File: src/rtl/count_pkg.sv
// Shared definitions for the 4-bit free-running counter and the blocks that consume its value.
package count_pkg;

    localparam int COUNT_W = 4;
    localparam logic [COUNT_W-1:0] COUNT_MAX = 4'hF;

    // Only a natural roll-over (max -> 0) is a wrap; any other jump is ignored.
    function automatic logic is_wrap(input logic [COUNT_W-1:0] prev, input logic [COUNT_W-1:0] cur);
        return (prev == COUNT_MAX) && (cur == '0);
    endfunction

endpackage

File: src/rtl/count_snapshot_fifo_if.sv
// Snapshot stream: the master holds data steady while valid=1 and ready=0; a beat moves when valid && ready.
interface count_snapshot_fifo_if #(
    parameter int DATA_W = 8
);
    logic              valid;
    logic              ready;
    logic [DATA_W-1:0] data;

    modport master (output valid, output data, input ready);
    modport slave  (input valid, input data, output ready);
endinterface

File: src/rtl/sync_fifo.sv
// Single-clock FIFO with registered outputs; push while full is accepted only alongside a pop.
module sync_fifo #(
    parameter int WIDTH = 8,
    parameter int DEPTH = 4
) (
    input  logic                   clk,
    input  logic                   reset,
    input  logic                   push,
    input  logic                   pop,
    input  logic [WIDTH-1:0]       din,
    output logic [WIDTH-1:0]       dout,
    output logic                   full,
    output logic                   empty,
    output logic [$clog2(DEPTH):0] level
);
    localparam int PTR_W = $clog2(DEPTH);
    localparam logic [PTR_W-1:0] PTR_ONE  = PTR_W'(1);
    localparam logic [PTR_W:0]   LVL_ONE  = (PTR_W+1)'(1);
    localparam logic [PTR_W:0]   LVL_FULL = (PTR_W+1)'(DEPTH);

    logic [WIDTH-1:0] mem_q [DEPTH];
    logic [WIDTH-1:0] mem_d [DEPTH];
    logic [PTR_W-1:0] wr_ptr_q, wr_ptr_d;
    logic [PTR_W-1:0] rd_ptr_q, rd_ptr_d;
    logic [PTR_W:0]   level_q, level_d;
    logic             do_push, do_pop;

    assign full    = (level_q == LVL_FULL);
    assign empty   = (level_q == '0);
    assign level   = level_q;
    assign dout    = mem_q[rd_ptr_q];
    assign do_pop  = pop && !empty;
    assign do_push = push && (!full || do_pop);

    always_comb begin
        mem_d    = mem_q;
        wr_ptr_d = wr_ptr_q;
        rd_ptr_d = rd_ptr_q;
        level_d  = level_q;
        if (do_push) begin
            mem_d[wr_ptr_q] = din;
            wr_ptr_d        = wr_ptr_q + PTR_ONE;
        end
        if (do_pop) begin
            rd_ptr_d = rd_ptr_q + PTR_ONE;
        end
        case ({do_push, do_pop})
            2'b10:   level_d = level_q + LVL_ONE;
            2'b01:   level_d = level_q - LVL_ONE;
            default: level_d = level_q;
        endcase
    end

    always_ff @(posedge clk) begin
        if (reset) begin
            wr_ptr_q <= '0;
            rd_ptr_q <= '0;
            level_q  <= '0;
        end else begin
            wr_ptr_q <= wr_ptr_d;
            rd_ptr_q <= rd_ptr_d;
            level_q  <= level_d;
        end
    end

    // Storage needs no reset: entries are only visible once level says so.
    always_ff @(posedge clk) begin
        mem_q <= mem_d;
    end

endmodule

File: src/rtl/count_snapshot_fifo.sv
// Extends a 4-bit counter with a wrap epoch and queues {epoch, count} snapshots on capture rising edges.
module count_snapshot_fifo
    import count_pkg::*;
#(
    parameter int EPOCH_W = 4,
    parameter int DEPTH   = 4
) (
    input  logic                   clk,
    input  logic                   reset,
    input  logic [COUNT_W-1:0]     count_in,
    input  logic                   capture,
    input  logic                   clear_ovf,
    count_snapshot_fifo_if.master  out_if,
    output logic [$clog2(DEPTH):0] level,
    output logic                   overflow
);
    localparam int ENTRY_W = EPOCH_W + COUNT_W;
    localparam logic [EPOCH_W-1:0] EPOCH_ONE = EPOCH_W'(1);

    logic [EPOCH_W-1:0] epoch_q, epoch_d;
    logic [COUNT_W-1:0] prev_count_q, prev_count_d;
    logic               cap_prev_q, cap_prev_d;
    logic               overflow_q, overflow_d;

    logic               wrap, cap_edge, pop, drop, fifo_push;
    logic               fifo_full, fifo_empty;
    logic [EPOCH_W-1:0] ep_eff;
    logic [ENTRY_W-1:0] entry, fifo_dout;

    always_comb begin
        wrap      = is_wrap(prev_count_q, count_in);
        ep_eff    = wrap ? (epoch_q + EPOCH_ONE) : epoch_q;
        cap_edge  = capture && !cap_prev_q;
        pop       = out_if.valid && out_if.ready;
        // A full FIFO only loses the snapshot if nothing leaves in the same cycle.
        drop      = cap_edge && fifo_full && !pop;
        fifo_push = cap_edge && !drop;
        entry     = {ep_eff, count_in};
    end

    always_comb begin
        epoch_d      = ep_eff;
        prev_count_d = count_in;
        cap_prev_d   = capture;
        overflow_d   = overflow_q;
        if (drop) begin
            overflow_d = 1'b1;
        end else if (clear_ovf) begin
            overflow_d = 1'b0;
        end
    end

    always_ff @(posedge clk) begin
        if (reset) begin
            epoch_q      <= '0;
            prev_count_q <= '0;
            cap_prev_q   <= 1'b0;
            overflow_q   <= 1'b0;
        end else begin
            epoch_q      <= epoch_d;
            prev_count_q <= prev_count_d;
            cap_prev_q   <= cap_prev_d;
            overflow_q   <= overflow_d;
        end
    end

    sync_fifo #(
        .WIDTH (ENTRY_W),
        .DEPTH (DEPTH)
    ) u_fifo (
        .clk   (clk),
        .reset (reset),
        .push  (fifo_push),
        .pop   (pop),
        .din   (entry),
        .dout  (fifo_dout),
        .full  (fifo_full),
        .empty (fifo_empty),
        .level (level)
    );

    assign out_if.valid = !fifo_empty;
    assign out_if.data  = fifo_dout;
    assign overflow     = overflow_q;

endmodule

File: src/flat_wrapper.sv
// flat-port wrapper written by rule: the top's interface ports become plain ports
module count_snapshot_fifo_flat import count_pkg::*;
#(
    parameter int EPOCH_W = 4,
    parameter int DEPTH   = 4
)
  (clk, reset, count_in, capture, clear_ovf, level, overflow, out_if_valid, out_if_data, out_if_ready);
  count_snapshot_fifo_if #(.DATA_W(8)) out_if_i ();
  input  logic clk;
  input  logic reset;
  input  logic [COUNT_W-1:0] count_in;
  input  logic capture;
  input  logic clear_ovf;
  output logic [$clog2(DEPTH):0] level;
  output logic overflow;
  output wire logic [$bits(out_if_i.valid)-1:0] out_if_valid;
  output wire logic [$bits(out_if_i.data)-1:0] out_if_data;
  input wire logic [$bits(out_if_i.ready)-1:0] out_if_ready;
  assign out_if_valid = out_if_i.valid;
  assign out_if_data = out_if_i.data;
  assign out_if_i.ready = out_if_ready;
  count_snapshot_fifo #(.EPOCH_W(EPOCH_W), .DEPTH(DEPTH)) u_core (.clk(clk), .reset(reset), .count_in(count_in), .capture(capture), .clear_ovf(clear_ovf), .out_if(out_if_i), .level(level), .overflow(overflow));
endmodule
File: config.mk
export PLATFORM = sky130hd
export DESIGN_NAME = count_snapshot_fifo_flat
export DESIGN_NICKNAME = d
export VERILOG_FILES = /design/src/rtl/count_pkg.sv /design/src/rtl/count_snapshot_fifo_if.sv /design/src/rtl/sync_fifo.sv /design/src/rtl/count_snapshot_fifo.sv /design/src/flat_wrapper.sv
export SDC_FILE = /design/constraint.sdc
export NUM_CORES = 1
export LEC_CHECK = 0
export CAP_MARGIN = 25
export CORE_ASPECT_RATIO = 0.75
export CORE_MARGIN = 5
export CORE_UTILIZATION = 55
export DETAILED_ROUTE_END_ITERATION = 10
export GPL_ROUTABILITY_DRIVEN = 0
export PLACE_DENSITY_LB_ADDON = 0.1
export SYNTH_ARGS = -nofsm -noshare
export SYNTH_HDL_FRONTEND = slang
export SYNTH_HIERARCHICAL = 1
export SYNTH_SLANG_ARGS = --single-unit
File: constraint.sdc
create_clock -name clk -period 2.9 [get_ports clk]
set_input_delay 0.58 -clock clk [delete_from_list [all_inputs] [get_ports clk]]
set_output_delay 0.58 -clock clk [all_outputs]
set_load 0.01 [all_outputs]
==> results by group <==
Yosys
  – Adder-cell share of the synthesized area: 4.64%
  – Compound-cell area share of the yosys netlist: 3.36%
  – Warnings from Yosys: 6
  – Area leader, netlist: sky130_fd_sc_hd__edfxtp_1
  – Area fraction in and, or, nand and nor cells after synthesis: 12.7%
  – Cell area after technology mapping: 2050 um^2
  – Sequential fraction of the synthesis area: 63.5%
  – Share of the synthesized area in the top cell type: 46.9%
  – Number of register bits inferred by synthesis: 49
  – Top post-synthesis cells by area: sky130_fd_sc_hd__edfxtp_1 47%, sky130_fd_sc_hd__dfxtp_1 17%, sky130_fd_sc_hd__mux4_2 8.8%
  – Main combinational cell family by area after synthesis: simple AND/OR/NAND/NOR gates
  – Average cell area after synthesis: 14.5 um^2
  – Synthesized netlist net count: 157
  – Cells after synthesis: 141
  – Distinct cell type count after synthesis: 35
  – Share of synthesized area spent on multiplexers: 11.1%
  – Post-synthesis xor/xnor area fraction: 2.14%

Route
  – Number of DRC markers after the initial detailed-route iteration: 75
  – Final routed DRC violation total: 0
  – Detail-routed via count per cell: 5.24
  – Remaining antenna violation count after routing: 0
  – DRT Wirelength: 3410 um
  – Via Count: 1168
  – Final routed wire length divided by cell count: 15.3 um
  – Pre-antenna DRT Iters: 4

Flow run
  – Number of violations of the max-capacitance limit: 0

Global route
  – Global Route Usage Sum: 15.4%
  – Via count of the first global-routing pass: 1117
  – First-pass GRT wire length: 5750 um
  – Initial antenna violation count: 0
  – Pin count of the biggest net entering global routing: 22
  – Global-route congestion overflow total: 0

Place
  – Post-detail-place hpwl: 2480 um
  – Post-Place Worst Slack: -0.0541 ns
  – Number of buffers inserted by port buffering: 21
  – Number of placed instances with taps included: 215

Clock network
  – CTS root buffer: sky130_fd_sc_hd__clkbuf_8
  – Htree depth: 2
  – Clock tree from TritonCTS: built
  – Hold-fix buffer count after cts: 0
  – Total clock buffers created by CTS: 5
  – Later-pin clock latency in the skew report: 0.30 ns
  – Number of sinks on the clock net: 49
  – Max clock buf depth: 2
  – CTS clock-pin slew for the worst setup and hold paths: 0.08 ns

Die
  – Die Wd: 80.5 um
  – Y dimension of the die: 62.9 um
  – Core region area: 3640 um^2
  – Core Rows: 19
  – Initial core utilization: 56.3%
  – Die footprint: 5060 um^2
  – Number of I/O pins: 22

Finish
  – Post-layout instance count excluding filler cells: 223
  – # diodes: 0
  – Layout cell share with drive strength beyond 1: 18.7%
  – Most common cell after layout, fill and taps aside: sky130_fd_sc_hd__edfxtp_1
  – Relative area change from synthesis to final layout: 19.0%
  – Commonest cells after routing, fill and taps aside: 32 x sky130_fd_sc_hd__edfxtp_1, 21 x sky130_fd_sc_hd__clkdlybuf4s50_1, 17 x sky130_fd_sc_hd__dfxtp_1
  – Net total in the final layout: 186
  – Fill cell count: 251

Power and ir drop
  – Max rail drop VDD: 294 uV
  – Relative contribution of combinational cells to total power: 16.3%
  – Sequential fraction of design power: 56.1%
  – Sw power: 0.334 mW
  – Clock power share: 27.6%
  – Internal power contribution: 1.09 mW
  – Net switching share of the total power: 23.5%
  – Power density normalized to cell area: 583 nW/um^2
  – Leakage power: 0.890 nW

Worst hold path
  – Worst min-delay path class: register to register

Timing
  – RSZ-0062 raised after global routing: no
  – Worst setup margin: 0.275 ns
  – Fraction of the cycle the final worst path needs: 90.5%
  – Worst hold slack: 0.476 ns
  – Final count of pins violating max slew: 0
  – Setup clock skew after layout: 0.00444 ns
  – Rel. slew slack: 50.2%
  – Hold violation count in the final report: 0
  – Maximum clock frequency: 0.381 GHz
  – Setup-violating endpoint count in the final report: 0
  – Transition time of the tightest slew-check pin: 0.745 ns
  – Fin crit period: 2.62 ns

Critical path
  – Worst path max stage delay: 0.41 ns
  – Type of element capturing the critical path: register
  – Crit path max fanout: 4
  – Setup CP Type: primary input to register
  – Crit path arrival time: 2.84 ns
  – Master of the slowest instance on the critical path: sky130_fd_sc_hd__or3_2
  – Required time of the critical path: 3.11 ns
  – CP startpoint kind: primary input
  – Cell Chain, Critical Path: clkdlybuf4s50_1, nor2b_1, nor2b_1, nor2_1, a21boi_2, inv_1, ha_1, inv_1, fa_1, xor2_1, or3_2, a21oi_1

Status
  – Outcome: complete, no violations
final timing paths:
path,cells past startpoint,end,from,slack [ns]
setup / recovery,12,u_core/u_fifo/level[2],out_if_ready,0.28
hold / removal,2,u_core/overflow,u_core/overflow,0.48
setup reg to reg,12,u_core/u_fifo/level[2],u_core/u_fifo/level[0],0.33
hold reg to reg,2,u_core/overflow,u_core/overflow,0.48
logic make-up after synthesis:
family / Yosys count
multiplexers: 12
XOR/XNOR: 5
AND/OR/NAND/NOR: 43
buffers and inverters: 13
flip-flops: 49
adder cells (fa/ha/maj): 7
AO/OA/AOI/OAI: 12
area by class of cell:
class                   count  area, um^2  area share [%]
flip-flops and latches     49        1300            53.3
multi-input cells          79         701            28.7
repair buffers             26         248            10.2
clock buffers               6        82.6            3.38
well taps                  52        65.1            2.67
inverters                   9        33.8            1.38
clock inverters             2        8.76           0.359
power by group through the flow:
stage | sequential, mW | combinational [mW] | clock, mW
final | 0.798 | 0.232 | 0.393
after global routing | 0.804 | 0.253 | 0.438
after CTS | 0.797 | 0.234 | 0.408
after detailed placement | 0.814 | 0.232 | 0
after global placement | 0.811 | 0.227 | 0
after floorplan | 0.809 | 0.127 | 0
critical path: cells and delay by family:
family          cells  cell delay [ns]
simple gates        4             0.74
compound gates      2             0.30
xor+xnor            1             0.16
buf+inv             3             0.51
fa+ha+maj           2             0.55
layer usage:
| layer | up-vias | global-route usage [%] | part of all wire [%] |
|---|---|---|---|
| met2 | 29 | 20.8 | 45 |
| met1 | 568 | 23.1 | 46 |
| met5 | - | 0 | 0 |
| met4 | 0 | 6.33 | 1.3 |
| li1 | 566 | - | - |
| met3 | 5 | 4.61 | 6.8 |
flip-flops by register name (all words and copies together), names as in the netlist:
signal and flops:
u_core/epoch_q 4, u_core/u_fifo/rd_ptr_q 2, u_core/u_fifo/mem_q 32, u_core/u_fifo/wr_ptr_q 2, u_core/prev_count_q 4, u_core/cap_prev_q 1, u_core/overflow 1, u_core/u_fifo/level 3
through the flow:
stage	power, mW	TNS [ns]	area (um^2)	utilization, %
after floorplan	0.936	0	2050	-
after global placement	1.04	0	2340	64.4
after detailed placement	1.05	-0.0541	2340	64.4
after CTS	1.44	0	2430	66.9
after global routing	1.49	0	2440	67.1
final	1.42	0	2440	67.1
Yosys cell counts:
master,instances
sky130_fd_sc_hd__buf_4,1
sky130_fd_sc_hd__ha_1,6
sky130_fd_sc_hd__inv_1,9
sky130_fd_sc_hd__mux2_2,1
sky130_fd_sc_hd__nand3_1,3
sky130_fd_sc_hd__nor3b_2,1
sky130_fd_sc_hd__nor2b_1,9
sky130_fd_sc_hd__mux2_1,1
sky130_fd_sc_hd__o31ai_1,1
sky130_fd_sc_hd__o21ai_0,4
sky130_fd_sc_hd__nor2_1,9
sky130_fd_sc_hd__xnor2_1,1
sky130_fd_sc_hd__or3_1,2
sky130_fd_sc_hd__or3_2,1
sky130_fd_sc_hd__and4_1,1
sky130_fd_sc_hd__mux2i_1,1
sky130_fd_sc_hd__a21oi_1,6
sky130_fd_sc_hd__nor4_1,1
sky130_fd_sc_hd__dfxtp_1,17
sky130_fd_sc_hd__buf_1,1
sky130_fd_sc_hd__fa_1,1
sky130_fd_sc_hd__mux4_2,8
sky130_fd_sc_hd__xor2_1,4
sky130_fd_sc_hd__clkbuf_1,2
sky130_fd_sc_hd__nor3_1,1
sky130_fd_sc_hd__or4_4,1
sky130_fd_sc_hd__or3b_1,1
sky130_fd_sc_hd__nand2_1,3
sky130_fd_sc_hd__nand2b_1,4
sky130_fd_sc_hd__edfxtp_1,32
sky130_fd_sc_hd__nor3_2,1
sky130_fd_sc_hd__a21boi_2,1
sky130_fd_sc_hd__mux2_4,1
sky130_fd_sc_hd__and2_2,4
sky130_fd_sc_hd__nand4_1,1
what timing repair did:
| action | CTS | global route |
|---|---|---|
| endpoints found under the setup margin | 0 | 1 |
| resized for setup | 0 | 1 |
| buffers inserted | 0 | 0 |
Note: power is estimated with default switching activity, not from simulation.
